[src/rtl/cuckoo_pkg.sv]
// Shared types for the cuckoo hash insert/lookup controller.
// Status codes, op codes and the controller state encoding.
package cuckoo_pkg;

    typedef enum logic [1:0] {
        ST_OK   = 2'd0,
        ST_MISS = 2'd1,
        ST_DUP  = 2'd2,
        ST_FAIL = 2'd3
    } status_e;

    localparam logic OP_INSERT = 1'b0;
    localparam logic OP_LOOKUP = 1'b1;

    typedef enum logic [1:0] {
        IDLE   = 2'd0,
        PLACE  = 2'd1,
        LOOKUP = 2'd2
    } state_e;

endpackage

[src/rtl/cuckoo_insert_ctrl_if.sv]
// Request/response bundle between key producers and the cuckoo controller.
// The requester drives the master side; the controller is the slave.
interface cuckoo_insert_ctrl_if #(
    parameter int KEY_W = 32,
    parameter int IDX_W = 5
);
    logic             in_valid;
    logic             in_ready;
    logic             in_op;
    logic [KEY_W-1:0] in_key;
    logic             resp_valid;
    logic [1:0]       resp_status;
    logic [KEY_W-1:0] resp_key;
    logic             resp_side;
    logic [IDX_W-1:0] resp_idx;
    logic [3:0]       resp_kicks;

    modport master (
        output in_valid, in_op, in_key,
        input  in_ready, resp_valid, resp_status, resp_key,
        input  resp_side, resp_idx, resp_kicks
    );

    modport slave (
        input  in_valid, in_op, in_key,
        output in_ready, resp_valid, resp_status, resp_key,
        output resp_side, resp_idx, resp_kicks
    );
endinterface

[src/rtl/cuckoo_index.sv]
// Combinational slot indices for both cuckoo tables.
// i1 = cube of (key mod DEPTH); i2 = (2^key + key) mod DEPTH, wrapping.
module cuckoo_index #(
    parameter int KEY_W = 32,
    parameter int DEPTH = 20,
    localparam int IDX_W = $clog2(DEPTH)
) (
    input  logic [KEY_W-1:0] key_i,
    output logic [IDX_W-1:0] i1_o,
    output logic [IDX_W-1:0] i2_o
);
    localparam logic [KEY_W-1:0] DK  = KEY_W'(DEPTH);
    localparam logic [31:0]      D32 = 32'(DEPTH);

    logic [31:0]      m;
    logic [31:0]      cube;
    logic [KEY_W-1:0] pw;
    logic [KEY_W-1:0] sum;

    always_comb begin
        m    = 32'(key_i % DK);
        cube = m * m * m;
        // 2^n vanishes modulo the word size once n reaches 32
        pw   = (key_i < KEY_W'(32)) ? (KEY_W'(1) << key_i[4:0]) : '0;
        sum  = pw + key_i;
        i1_o = IDX_W'(cube % D32);
        i2_o = IDX_W'(sum % DK);
    end
endmodule

[src/rtl/cuckoo_insert_ctrl.sv]
// Two-table cuckoo hash controller: inserts with bounded eviction chain,
// single-probe lookups, one response pulse per accepted request.
module cuckoo_insert_ctrl
    import cuckoo_pkg::*;
#(
    parameter int KEY_W     = 32,
    parameter int DEPTH     = 20,
    parameter int MAX_KICKS = 8,
    localparam int IDX_W    = $clog2(DEPTH)
) (
    input  logic                 clk,
    input  logic                 rst_n,
    input  logic                 clr,
    cuckoo_insert_ctrl_if.slave  bus,
    input  logic                 rd_side,
    input  logic [IDX_W-1:0]     rd_idx,
    output logic [KEY_W-1:0]     rd_data,
    output logic                 rd_filled
);
    state_e           state_q, state_d;
    logic [KEY_W-1:0] key_q, key_d;
    logic             side_q, side_d;
    logic [3:0]       kicks_q, kicks_d;
    logic [IDX_W-1:0] home_q, home_d;
    logic [DEPTH-1:0] f0_q, f0_d, f1_q, f1_d;
    logic [KEY_W-1:0] t0_q [DEPTH];
    logic [KEY_W-1:0] t1_q [DEPTH];

    logic             rv_q, rv_d;
    status_e          rst_q, rst_d;
    logic [KEY_W-1:0] rkey_q, rkey_d;
    logic             rside_q, rside_d;
    logic [IDX_W-1:0] ridx_q, ridx_d;
    logic [3:0]       rkick_q, rkick_d;

    logic             wr_en, wr_side;
    logic [IDX_W-1:0] wr_idx;
    logic [IDX_W-1:0] i1, i2, tgt_idx;
    logic             hit0, hit1, tgt_full;
    logic [KEY_W-1:0] tgt_key;

    cuckoo_index #(.KEY_W(KEY_W), .DEPTH(DEPTH)) u_idx (
        .key_i (key_q),
        .i1_o  (i1),
        .i2_o  (i2)
    );

    assign hit0     = f0_q[i1] && (t0_q[i1] == key_q);
    assign hit1     = f1_q[i2] && (t1_q[i2] == key_q);
    assign tgt_idx  = side_q ? i2 : i1;
    assign tgt_full = side_q ? f1_q[i2] : f0_q[i1];
    assign tgt_key  = side_q ? t1_q[i2] : t0_q[i1];

    always_comb begin
        state_d = state_q;
        key_d   = key_q;
        side_d  = side_q;
        kicks_d = kicks_q;
        home_d  = home_q;
        f0_d    = f0_q;
        f1_d    = f1_q;
        wr_en   = 1'b0;
        wr_side = side_q;
        wr_idx  = tgt_idx;
        rv_d    = 1'b0;
        rst_d   = rst_q;
        rkey_d  = rkey_q;
        rside_d = rside_q;
        ridx_d  = ridx_q;
        rkick_d = rkick_q;
        unique case (state_q)
            IDLE: begin
                if (clr) begin
                    f0_d = '0;
                    f1_d = '0;
                end else if (bus.in_valid) begin
                    key_d   = bus.in_key;
                    side_d  = 1'b0;
                    kicks_d = '0;
                    state_d = (bus.in_op == OP_LOOKUP) ? LOOKUP : PLACE;
                end
            end
            LOOKUP: begin
                state_d = IDLE;
                rv_d    = 1'b1;
                rkey_d  = key_q;
                rkick_d = '0;
                rst_d   = (hit0 || hit1) ? ST_OK : ST_MISS;
                rside_d = !hit0 && hit1;
                ridx_d  = hit0 ? i1 : (hit1 ? i2 : '0);
            end
            PLACE: begin
                if (kicks_q == '0 && (hit0 || hit1)) begin
                    state_d = IDLE;
                    rv_d    = 1'b1;
                    rst_d   = ST_DUP;
                    rkey_d  = key_q;
                    rside_d = !hit0;
                    ridx_d  = hit0 ? i1 : i2;
                    rkick_d = '0;
                end else if (!tgt_full || kicks_q < 4'(MAX_KICKS)) begin
                    wr_en = 1'b1;
                    if (kicks_q == '0)
                        home_d = i1;
                    if (!tgt_full) begin
                        if (side_q) f1_d[tgt_idx] = 1'b1;
                        else        f0_d[tgt_idx] = 1'b1;
                        // Location reported is where the requested key landed
                        state_d = IDLE;
                        rv_d    = 1'b1;
                        rst_d   = ST_OK;
                        rkey_d  = (kicks_q == '0) ? key_q : rkey_q;
                        rside_d = 1'b0;
                        ridx_d  = (kicks_q == '0) ? i1 : home_q;
                        rkick_d = kicks_q;
                    end else begin
                        key_d   = tgt_key;
                        side_d  = !side_q;
                        kicks_d = kicks_q + 4'd1;
                        if (kicks_q == '0)
                            rkey_d = key_q;
                    end
                end else begin
                    state_d = IDLE;
                    rv_d    = 1'b1;
                    rst_d   = ST_FAIL;
                    rkey_d  = key_q;
                    rside_d = side_q;
                    ridx_d  = tgt_idx;
                    rkick_d = kicks_q;
                end
            end
            default: state_d = IDLE;
        endcase
    end

    always_ff @(posedge clk or negedge rst_n) begin
        if (!rst_n) begin
            state_q <= IDLE;
            key_q   <= '0;
            side_q  <= 1'b0;
            kicks_q <= '0;
            home_q  <= '0;
            f0_q    <= '0;
            f1_q    <= '0;
            rv_q    <= 1'b0;
            rst_q   <= ST_OK;
            rkey_q  <= '0;
            rside_q <= 1'b0;
            ridx_q  <= '0;
            rkick_q <= '0;
        end else begin
            state_q <= state_d;
            key_q   <= key_d;
            side_q  <= side_d;
            kicks_q <= kicks_d;
            home_q  <= home_d;
            f0_q    <= f0_d;
            f1_q    <= f1_d;
            rv_q    <= rv_d;
            rst_q   <= rst_d;
            rkey_q  <= rkey_d;
            rside_q <= rside_d;
            ridx_q  <= ridx_d;
            rkick_q <= rkick_d;
        end
    end

    always_ff @(posedge clk) begin
        if (wr_en) begin
            if (wr_side) t1_q[wr_idx] <= key_q;
            else         t0_q[wr_idx] <= key_q;
        end
    end

    assign bus.in_ready    = (state_q == IDLE);
    assign bus.resp_valid  = rv_q;
    assign bus.resp_status = rst_q;
    assign bus.resp_key    = rkey_q;
    assign bus.resp_side   = rside_q;
    assign bus.resp_idx    = ridx_q;
    assign bus.resp_kicks  = rkick_q;

    assign rd_data   = rd_side ? t1_q[rd_idx] : t0_q[rd_idx];
    assign rd_filled = rd_side ? f1_q[rd_idx] : f0_q[rd_idx];
endmodule

[src/flat_wrapper.sv]
// flat-port wrapper written by rule: the top's interface ports become plain ports
module cuckoo_insert_ctrl_flat import cuckoo_pkg::*;
#(
    parameter int KEY_W     = 32,
    parameter int DEPTH     = 20,
    parameter int MAX_KICKS = 8,
    localparam int IDX_W    = $clog2(DEPTH)
)
  (clk, rst_n, clr, rd_side, rd_idx, rd_data, rd_filled, bus_in_valid, bus_in_op, bus_in_key, bus_in_ready, bus_resp_valid, bus_resp_status, bus_resp_key, bus_resp_side, bus_resp_idx, bus_resp_kicks);
  cuckoo_insert_ctrl_if #(.KEY_W(KEY_W), .IDX_W(5)) bus_i ();
  input  logic clk;
  input  logic rst_n;
  input  logic clr;
  input  logic rd_side;
  input  logic [IDX_W-1:0] rd_idx;
  output logic [KEY_W-1:0] rd_data;
  output logic rd_filled;
  input wire logic [$bits(bus_i.in_valid)-1:0] bus_in_valid;
  input wire logic [$bits(bus_i.in_op)-1:0] bus_in_op;
  input wire logic [$bits(bus_i.in_key)-1:0] bus_in_key;
  output wire logic [$bits(bus_i.in_ready)-1:0] bus_in_ready;
  output wire logic [$bits(bus_i.resp_valid)-1:0] bus_resp_valid;
  output wire logic [$bits(bus_i.resp_status)-1:0] bus_resp_status;
  output wire logic [$bits(bus_i.resp_key)-1:0] bus_resp_key;
  output wire logic [$bits(bus_i.resp_side)-1:0] bus_resp_side;
  output wire logic [$bits(bus_i.resp_idx)-1:0] bus_resp_idx;
  output wire logic [$bits(bus_i.resp_kicks)-1:0] bus_resp_kicks;
  assign bus_i.in_valid = bus_in_valid;
  assign bus_i.in_op = bus_in_op;
  assign bus_i.in_key = bus_in_key;
  assign bus_in_ready = bus_i.in_ready;
  assign bus_resp_valid = bus_i.resp_valid;
  assign bus_resp_status = bus_i.resp_status;
  assign bus_resp_key = bus_i.resp_key;
  assign bus_resp_side = bus_i.resp_side;
  assign bus_resp_idx = bus_i.resp_idx;
  assign bus_resp_kicks = bus_i.resp_kicks;
  cuckoo_insert_ctrl #(.KEY_W(KEY_W), .DEPTH(DEPTH), .MAX_KICKS(MAX_KICKS)) u_core (.clk(clk), .rst_n(rst_n), .clr(clr), .bus(bus_i), .rd_side(rd_side), .rd_idx(rd_idx), .rd_data(rd_data), .rd_filled(rd_filled));
endmodule
[config.mk]
export PLATFORM = sky130hd
export DESIGN_NAME = cuckoo_insert_ctrl_flat
export DESIGN_NICKNAME = d
export VERILOG_FILES = /design/src/rtl/cuckoo_pkg.sv /design/src/rtl/cuckoo_insert_ctrl_if.sv /design/src/rtl/cuckoo_index.sv /design/src/rtl/cuckoo_insert_ctrl.sv /design/src/flat_wrapper.sv
export SDC_FILE = /design/constraint.sdc
export NUM_CORES = 2
export LEC_CHECK = 0
export CAP_MARGIN = 5
export CORE_MARGIN = 1
export CORE_UTILIZATION = 55
export DETAILED_ROUTE_END_ITERATION = 8
export DONT_BUFFER_PORTS = 1
export HOLD_SLACK_MARGIN = 0.03
export PLACE_DENSITY = 0.7
export SETUP_SLACK_MARGIN = 0.5
export SLEW_MARGIN = 20
export SYNTH_ARGS = -nofsm -noshare
export SYNTH_HDL_FRONTEND = slang
export SYNTH_SLANG_ARGS = --single-unit
[constraint.sdc]
create_clock -name clk -period 27.3 [get_ports clk]
set_input_delay 2.73 -clock clk [delete_from_list [all_inputs] [get_ports clk]]
set_output_delay 2.73 -clock clk [all_outputs]
set_load 0.005 [all_outputs]
=== After elaboration in Yosys (flattened, before gate mapping) ===
Memories as Yosys holds them, arrays and structs flattened.
Cells that the tools add are included.

* $add $sub $neg: 2
* Multipliers: 2
* Div/mod/pow operators: 3
* Magnitude comparators: 7
* Equal/unequal tests: 15
* Shift-type cells: 1
* Mux-type cells: 89
* Bitwise operators: 3
* Reductions and logical operators: 21

{| class="wikitable"
|+ Operators with widths
! operator !! count
|-
| $mux W32 || 11
|-
| $mux W20 || 9
|-
| $pmux W32 S2 || 2
|-
| $mod A32 B5 Y32 const B || 3
|-
| $pmux W20 S2 || 2
|-
| $eq A32 B32 Y1 || 2
|-
| $mul A32 B32 Y32 || 2
|-
| $mux W5 || 8
|-
| $or A20 B20 Y20 || 2
|-
| $add A32 B32 Y32 || 1
|-
| $lt A32 B6 Y1 const B || 1
|-
| $mux W4 || 8
|-
| $shl A1 B5 Y32 const A || 1
|-
| $mux W1 || 28
|-
| $lt A5 B6 Y1 const B || 4
|-
| $bmux W1 S5 || 4
|-
| $reduce_and A6 Y1 || 3
|-
| $mux W2 || 8
|-
| $pmux W4 S2 || 2
|-
| $ne A2 B2 Y1 const B || 6
|-
| $pmux W5 S2 || 1
|-
| $pmux W2 S2 || 2
|-
| $ne A2 B1 Y1 const B || 3
|-
| $pmux W1 S2 || 3
|-
| other kinds (17) || 27
|}

* Flip-flop bits (word level): 129
* Latch bits: 0
* Bits in writable memories: 1280
* ROM bits: 0
* Bits of input ports: 43
* Output and inout bits: 79
* Word-level logic and storage cells: 158
* Memories: 2

{| class="wikitable"
|+ Memories
! name !! words !! width !! rd ports !! clocked after memory_dff !! write ports !! RTL line !! RTL
|-
| u_core.t0_q || 20 || 32 || 2 || 0 || 1 || cuckoo_insert_ctrl.sv:26 || <nowiki>logic [KEY_W-1:0] t0_q [DEPTH];</nowiki>
|-
| u_core.t1_q || 20 || 32 || 2 || 0 || 1 || cuckoo_insert_ctrl.sv:27 || <nowiki>logic [KEY_W-1:0] t1_q [DEPTH];</nowiki>
|}

=== Depth between registers and ports, before layout ===
* Depth after elaboration: 15
* Mapped depth: 149

=== By module ===
From an unflattened synthesis, not the netlist that was laid out.

* Cells, all modules: 8115
* Area, all modules: 104403.9 µm²

{| class="wikitable"
|+ Modules (own cells, without submodules)
! module !! times used !! cells an instance !! area an instance (µm²) !! seq. area each (µm²)
|-
| cuckoo_insert_ctrl || 1 || 3982 || 68495.7 || 41665.0
|-
| cuckoo_index || 1 || 4133 || 35908.2 || 0.0
|}

=== Worst setup path after synthesis ===
No wires, ideal clock.

* Path type: register -> register
* Start: register u_core.key_q[26]
* End: memory u_core.t0_q[12][0] (enable)
* Setup time: 0.461 ns
* Arrival: 25.354 ns
* Required time: 26.839 ns
* Path slack: 1.485 ns
* Cell stages (with the launch flop): 100
* Clock period less this slack: 25.815 ns
* Cell sequence: dfrtp_1 -> buf_2 -> buf_2 -> nand3b_1 -> a32oi_1 -> or2_2 -> nand2_1 -> o311a_1 -> nor2_2 -> o32ai_1 -> a311oi_4 -> a21oi_2 -> o2111ai_1 -> o2111a_1 -> a21oi_1 -> a2111oi_1 -> a32o_2 -> a211oi_1 -> [... 64 more ...] -> a2111oi_4 -> o22ai_2 -> xor2_4 -> buf_6 -> buf_4 -> clkbuf_1 -> mux4_2 -> nor2_1 -> o32ai_1 -> o21a_1 -> o211ai_1 -> or3_1 -> buf_4 -> a21oi_2 -> or3_1 -> clkbuf_1 -> buf_2 -> nor3_1

* Word-level cells in the longest chain between the ends: 14
* Elaborated cells between the ends (all ways): 29

{| class="wikitable"
|+ Ends and longest elaborated chain
! what !! RTL line !! RTL
|-
| start, declared || cuckoo_insert_ctrl.sv:21 || <nowiki>logic [KEY_W-1:0] key_q, key_d;</nowiki>
|-
| start signal, assigned || cuckoo_insert_ctrl.sv:154 || <nowiki>key_q <= key_d;</nowiki>
|-
| parallel branches: the longest is 14 deep, another holds $mod A32 B5 Y32 || - ||
|-
| end, declared || cuckoo_insert_ctrl.sv:26 ||
|}

Several ways; the timed one is not identified. The select of a mux whose other input is x is not followed.

=== Worst setup path in the final report ===
* Start: register u_core.key_q[29]
* End: register u_core.key_q[8]

* Word-level cells in the longest chain between the ends: 11
* Elaborated cells between the ends (all ways): 32

{| class="wikitable"
|+ Ends and longest elaborated chain
! what !! RTL line !! RTL
|-
| $mod A32 B5 Y32 / $lt A32 B6 Y1 (equally long branches) || cuckoo_index.sv:21, cuckoo_index.sv:24 ||
|-
| $mul A32 B32 Y32 / $mux W32 (equally long branches) || cuckoo_index.sv:22, cuckoo_index.sv:24 ||
|-
| $mul A32 B32 Y32 / $add A32 B32 Y32 (equally long branches) || cuckoo_index.sv:22, cuckoo_index.sv:25 ||
|-
| $mod A32 B5 Y32, on equally long branches || cuckoo_index.sv:26, cuckoo_index.sv:27 ||
|-
| $mem_v2 Z20 W32, or another cell as far along || - ||
|-
| $eq A32 B32 Y1, or another cell as far along || cuckoo_insert_ctrl.sv:48 || <nowiki>assign hit0 = f0_q[i1] && (t0_q[i1] == key_q);</nowiki>
|-
| $logic_and A1 B1 Y1, or another cell as far along || cuckoo_insert_ctrl.sv:48 ||
|-
| $logic_or A1 B1 Y1 / $logic_not A1 Y1 (equally long branches) || cuckoo_insert_ctrl.sv:93, cuckoo_insert_ctrl.sv:101 ||
|-
| $logic_and A1 B1 Y1 / $logic_or A1 B1 Y1 (equally long branches) || cuckoo_insert_ctrl.sv:93, cuckoo_insert_ctrl.sv:101 ||
|-
| $ne A2 B2 Y1 (no source line) / $ne A2 B1 Y1 (equally long branches) || - ||
|-
| $reduce_and A6 Y1 (no source line) || - ||
|}

Parallel ways exist; a longest one is shown, timed or not. The select of a mux whose other input is x is not followed.
A chain may end at the register's enable or synchronous reset.

==> impl_summary.log <==
[metrics] outcome: completed
[metrics] top post-synthesis cells by count: sky130_fd_sc_hd__edfxtp_1, sky130_fd_sc_hd__inv_1, sky130_fd_sc_hd__fa_1
[metrics] launch point of the worst hold path: u_core.f0_q[14]
[metrics] most frequent cell on the critical path: sky130_fd_sc_hd__fa_1
[metrics] wire per inst: 29.4 um
[metrics] cell area reported after detailed placement: around 0.11 sq mm
[metrics] core region area: between 0.15 and 0.2 sq mm
[metrics] number of hold-slack violations in the final timing report: 0
[metrics] number of nets in the finished design: 9773
[metrics] share of post-route cells with drive strength above 1: 16.3%
[metrics] clock transition at the registers of the reported paths: about 0.06 ns
[metrics] Final min period: 25.93 ns
[metrics] final standard cell utilization of the core: 62.4%
[metrics] Syn. warnings: 0
[metrics] xor/xnor share of the synthesized area: under 10%
[metrics] Finished Cell Area: 0.115 sq mm
[metrics] pin count of the biggest net entering global routing: 331
[metrics] maximum root-to-sink buffer count: 3
[metrics] Critical Path Sink Type: flop
[metrics] Achievable Freq: 38.6 MHz
[metrics] #FFs+latches synth: 1409
[metrics] H-tree Lvls: 4
[metrics] antenna violations before repair: 13
[metrics] Antenna Violating Nets Remaining: 0
[metrics] Critical Path Start Type: flop
[metrics] leftover overflow at the end of global routing: 0
[metrics] routed wire length: roughly 330000 um
[metrics] headroom to the max-slew limit: 0.949%
[metrics] number of standard cells in the layout, taps in and fillers out: ~11000
[metrics] latest clock arrival within the worst-skew pair: 0.82 ns
[metrics] share of synthesized area spent on multiplexers: between 10% and 20%
[metrics] setup repair after global routing missed its margin: no
[metrics] Worst Hold Endpoint: u_core.f0_q[14]
[metrics] Detailed Place HPWL: 232000 um
[metrics] routed vias: around 72000
[metrics] die height: 433 um
[metrics] delay of the slowest cell on the worst path: 0.65 ns
[metrics] layout overhead on the synthesized area: 12.4%
[metrics] total standard cell area after synthesis: 0.102 sq mm
[metrics] clk sink count: 1409
[metrics] final-report max-slew violation count: 0
[metrics] synthesized-area fraction occupied by and/or/nand/nor cells: around 7.0%
[metrics] port bufs: 0
[metrics] Final Setup Violations: 0
[metrics] top flip-flop cell by instance count after synthesis: sky130_fd_sc_hd__edfxtp_1
[metrics] cell count after synthesis: 7841
[metrics] initial core utilization: a little under three fifths
[metrics] row cnt: 157
[metrics] final critical-path share of the clock period: 95.0%
[metrics] total track usage: a little over a third
[metrics] register-to-register path setup slack: between 1 and 1.5 ns
[metrics] data arrival time of the critical path: 26.55 ns
[metrics] worst setup slack after placement: -0.108 ns
[metrics] number of different library cells in the post-synthesis netlist: 134
[metrics] first-iteration detailed-routing DRC count: approximately 8500
[metrics] via count of the first global-routing pass: 72600
[metrics] critical-path cell with the highest stage delay: sky130_fd_sc_hd__mux2i_1
[metrics] number of top-level pins: about 120
[metrics] number of enable flip-flop cells after synthesis: 1280
[metrics] vias per cell: between 6 and 7
[metrics] compound-cell area share of the yosys netlist: 8.75%
[metrics] critical path data required time: 27.92 ns
[metrics] first-pass iteration count of the detailed router: 6
[metrics] dominant cells by area after synthesis: sky130_fd_sc_hd__edfxtp_1, sky130_fd_sc_hd__fa_1, sky130_fd_sc_hd__mux4_2, sky130_fd_sc_hd__ha_1, sky130_fd_sc_hd__inv_1
[metrics] instance count along the most critical hold path: 1
[metrics] fraction of synthesis flops using an asynchronous set or reset pin: 9.16%
[metrics] final setup skew: 0.0373 ns
[metrics] arithmetic-cell share of the synthesized area counting full adders, half adders and majority gates: 18.2%
[metrics] CTS tree: yes
[metrics] Mean Syn Cell Area: 13.0 sq um
[metrics] max_cap viols: 0
[metrics] proportion of synthesized chip area in sequential cells: 40.8%
[metrics] worst-case setup margin in the final layout: about 1.4 ns
[metrics] TritonCTS Buffers: 142
[metrics] Die Footprint: 0.187 sq mm
[metrics] critical path type: flop to flop
[metrics] share of Yosys cell area claimed by the top area cell type: 37.6%
[metrics] Root Buffer: sky130_fd_sc_hd__clkbuf_16
[metrics] maximum fanout along the worst path: 23
[metrics] launch point of the worst reg-to-reg path: u_core.key_q[29]
[metrics] routability congestion estimate from global placement: 1.01
[metrics] placed cells: 11000
[metrics] R2R Path End: u_core.key_q[8]
[metrics] most common cell in the synthesized netlist: sky130_fd_sc_hd__edfxtp_1
[metrics] Reg2Reg Depth: 98
[metrics] wire length of the first global-routing pass: a little under 500000 um
[metrics] Worst Tran Pin Value: 1.49 ns
[metrics] dominant combinational cell family by area after synthesis: adder cells
[metrics] cell taking the most area after synthesis: sky130_fd_sc_hd__edfxtp_1
[metrics] type of the tightest min-delay check: flop to flop
[metrics] horizontal die dimension: around 430 um
[metrics] DRC violation count after routing: 0
## cells in the final DEF (no fill, tap or decap), types with 30 or more instances in the layout
cell / n
sky130_fd_sc_hd__inv_1: 919
sky130_fd_sc_hd__o21bai_1: 41
sky130_fd_sc_hd__a21oi_1: 269
sky130_fd_sc_hd__a21o_1: 30
sky130_fd_sc_hd__and2_1: 58
sky130_fd_sc_hd__edfxtp_1: 1280
sky130_fd_sc_hd__clkbuf_16: 151
sky130_fd_sc_hd__mux2_2: 101
sky130_fd_sc_hd__xnor2_1: 256
sky130_fd_sc_hd__o22ai_1: 39
sky130_fd_sc_hd__nand2b_1: 40
sky130_fd_sc_hd__dfrtp_1: 96
sky130_fd_sc_hd__buf_4: 191
sky130_fd_sc_hd__nor4_1: 45
sky130_fd_sc_hd__o211ai_1: 38
sky130_fd_sc_hd__nor2_1: 380
sky130_fd_sc_hd__nand4_1: 59
sky130_fd_sc_hd__nand2_1: 462
sky130_fd_sc_hd__a31oi_1: 44
sky130_fd_sc_hd__o21ai_0: 207
sky130_fd_sc_hd__a211oi_1: 47
sky130_fd_sc_hd__mux2i_1: 171
sky130_fd_sc_hd__o221ai_1: 57
sky130_fd_sc_hd__conb_1: 887
sky130_fd_sc_hd__mux4_2: 651
sky130_fd_sc_hd__buf_12: 54
sky130_fd_sc_hd__and3_1: 37
sky130_fd_sc_hd__dfrtp_2: 30
sky130_fd_sc_hd__fa_1: 745
sky130_fd_sc_hd__nand3_1: 122
sky130_fd_sc_hd__o21ai_1: 48
sky130_fd_sc_hd__nor3_1: 116
sky130_fd_sc_hd__ha_1: 294
sky130_fd_sc_hd__clkinv_1: 34
## critical path: cells and delay by family, from the launching register on
family / cells / cell delay (ns)
compound gates: 42 / 9.94
simple gates: 24 / 6.10
buf+inv: 13 / 2.03
xor+xnor: 2 / 0.40
fa+ha+maj: 14 / 5.38
mux: 3 / 1.20
flops: 1 / 0.63
## layer usage
metal  track usage, %  share of wire [%]
met1             43.0                 34
met2             57.1                 47
met3             8.06                 10
met4             24.7                8.4
met5                0              0.019
## repair_timing
item / CTS / global route
hold endpoints to repair: 0 / 0
setup endpoints to repair: 1209 / 1244
pin swaps: 0 / 10
setup buffers: 0 / 12
resized for setup: 12 / 67
hold buffers: 0 / 0
cloned: 0 / 3
## cells by family after synthesis
logic type               after synthesis
AND/OR/NAND/NOR                     1514
flip-flops                          1409
buffers and inverters               1362
AO/OA/AOI/OAI                       1270
adder cells (fa/ha/maj)             1043
multiplexers                         949
XOR/XNOR                             292
other                                  2
## worst max-delay path by stage
| stage | from | to | slack [ns] | cells after the start |
|---|---|---|---|---|
| final | u_core.key_q[29] | u_core.key_q[8] | 1.37 | 98 |
| after global routing | u_core.key_q[27] | u_core.key_q[14] | 0.39 | 99 |
| after CTS | u_core.key_q[30] | u_core.bus.resp_kicks[1] | 0.56 | 94 |
| after detailed placement | u_core.key_q[29] | u_core.t0_q[13][20] | -0.11 | 90 |
| after global placement | u_core.key_q[29] | u_core.t0_q[13][20] | 0.20 | 91 |
| after floorplan | u_core.key_q[26] | u_core.t0_q[12][0] | 1.48 | 99 |
## final cells by class
type                       instances  area [sq um]
sequential                      1409         41700
antenna                           14          35.0
fill                           14000         69000
clock buffer                     175          3860
inverter                         933          3500
tap                             2464          3080
multi-input combinational       5957         59300
timing repair buffer             246          2540
clock inverter                    79           766
## metrics by stage
| step | hold slack [ns] | setup TNS, ns |
|---|---|---|
| 2_1_floorplan | 0.448 | 0 |
| 6_report | 0.491 | 0 |
| 4_1_cts | 0.489 | 0 |
| 3_5_place_dp | 0.469 | -14.22 |
| 5_1_grt | 0.492 | 0 |
| 3_3_place_gp | 0.469 | 0 |
## flip-flops by register name, indices dropped and copies added, names as in the netlist
name / cells
u_core.bus.resp_idx: 5
u_core.key_q: 32
u_core.bus.resp_valid: 1
u_core.t0_q: 640
u_core.bus.resp_kicks: 4
u_core.f1_q: 20
u_core.home_q: 5
u_core.bus.resp_status: 2
u_core.bus.resp_side: 1
u_core.kicks_q: 4
u_core.bus.resp_key: 32
u_core.f0_q: 20
u_core.t1_q: 640
u_core.side_q: 1
u_core.state_q: 2
Power is left out: the tool's default activity adds up to more than one toggle a clock period on the data nets, which glitch-free logic cannot reach.
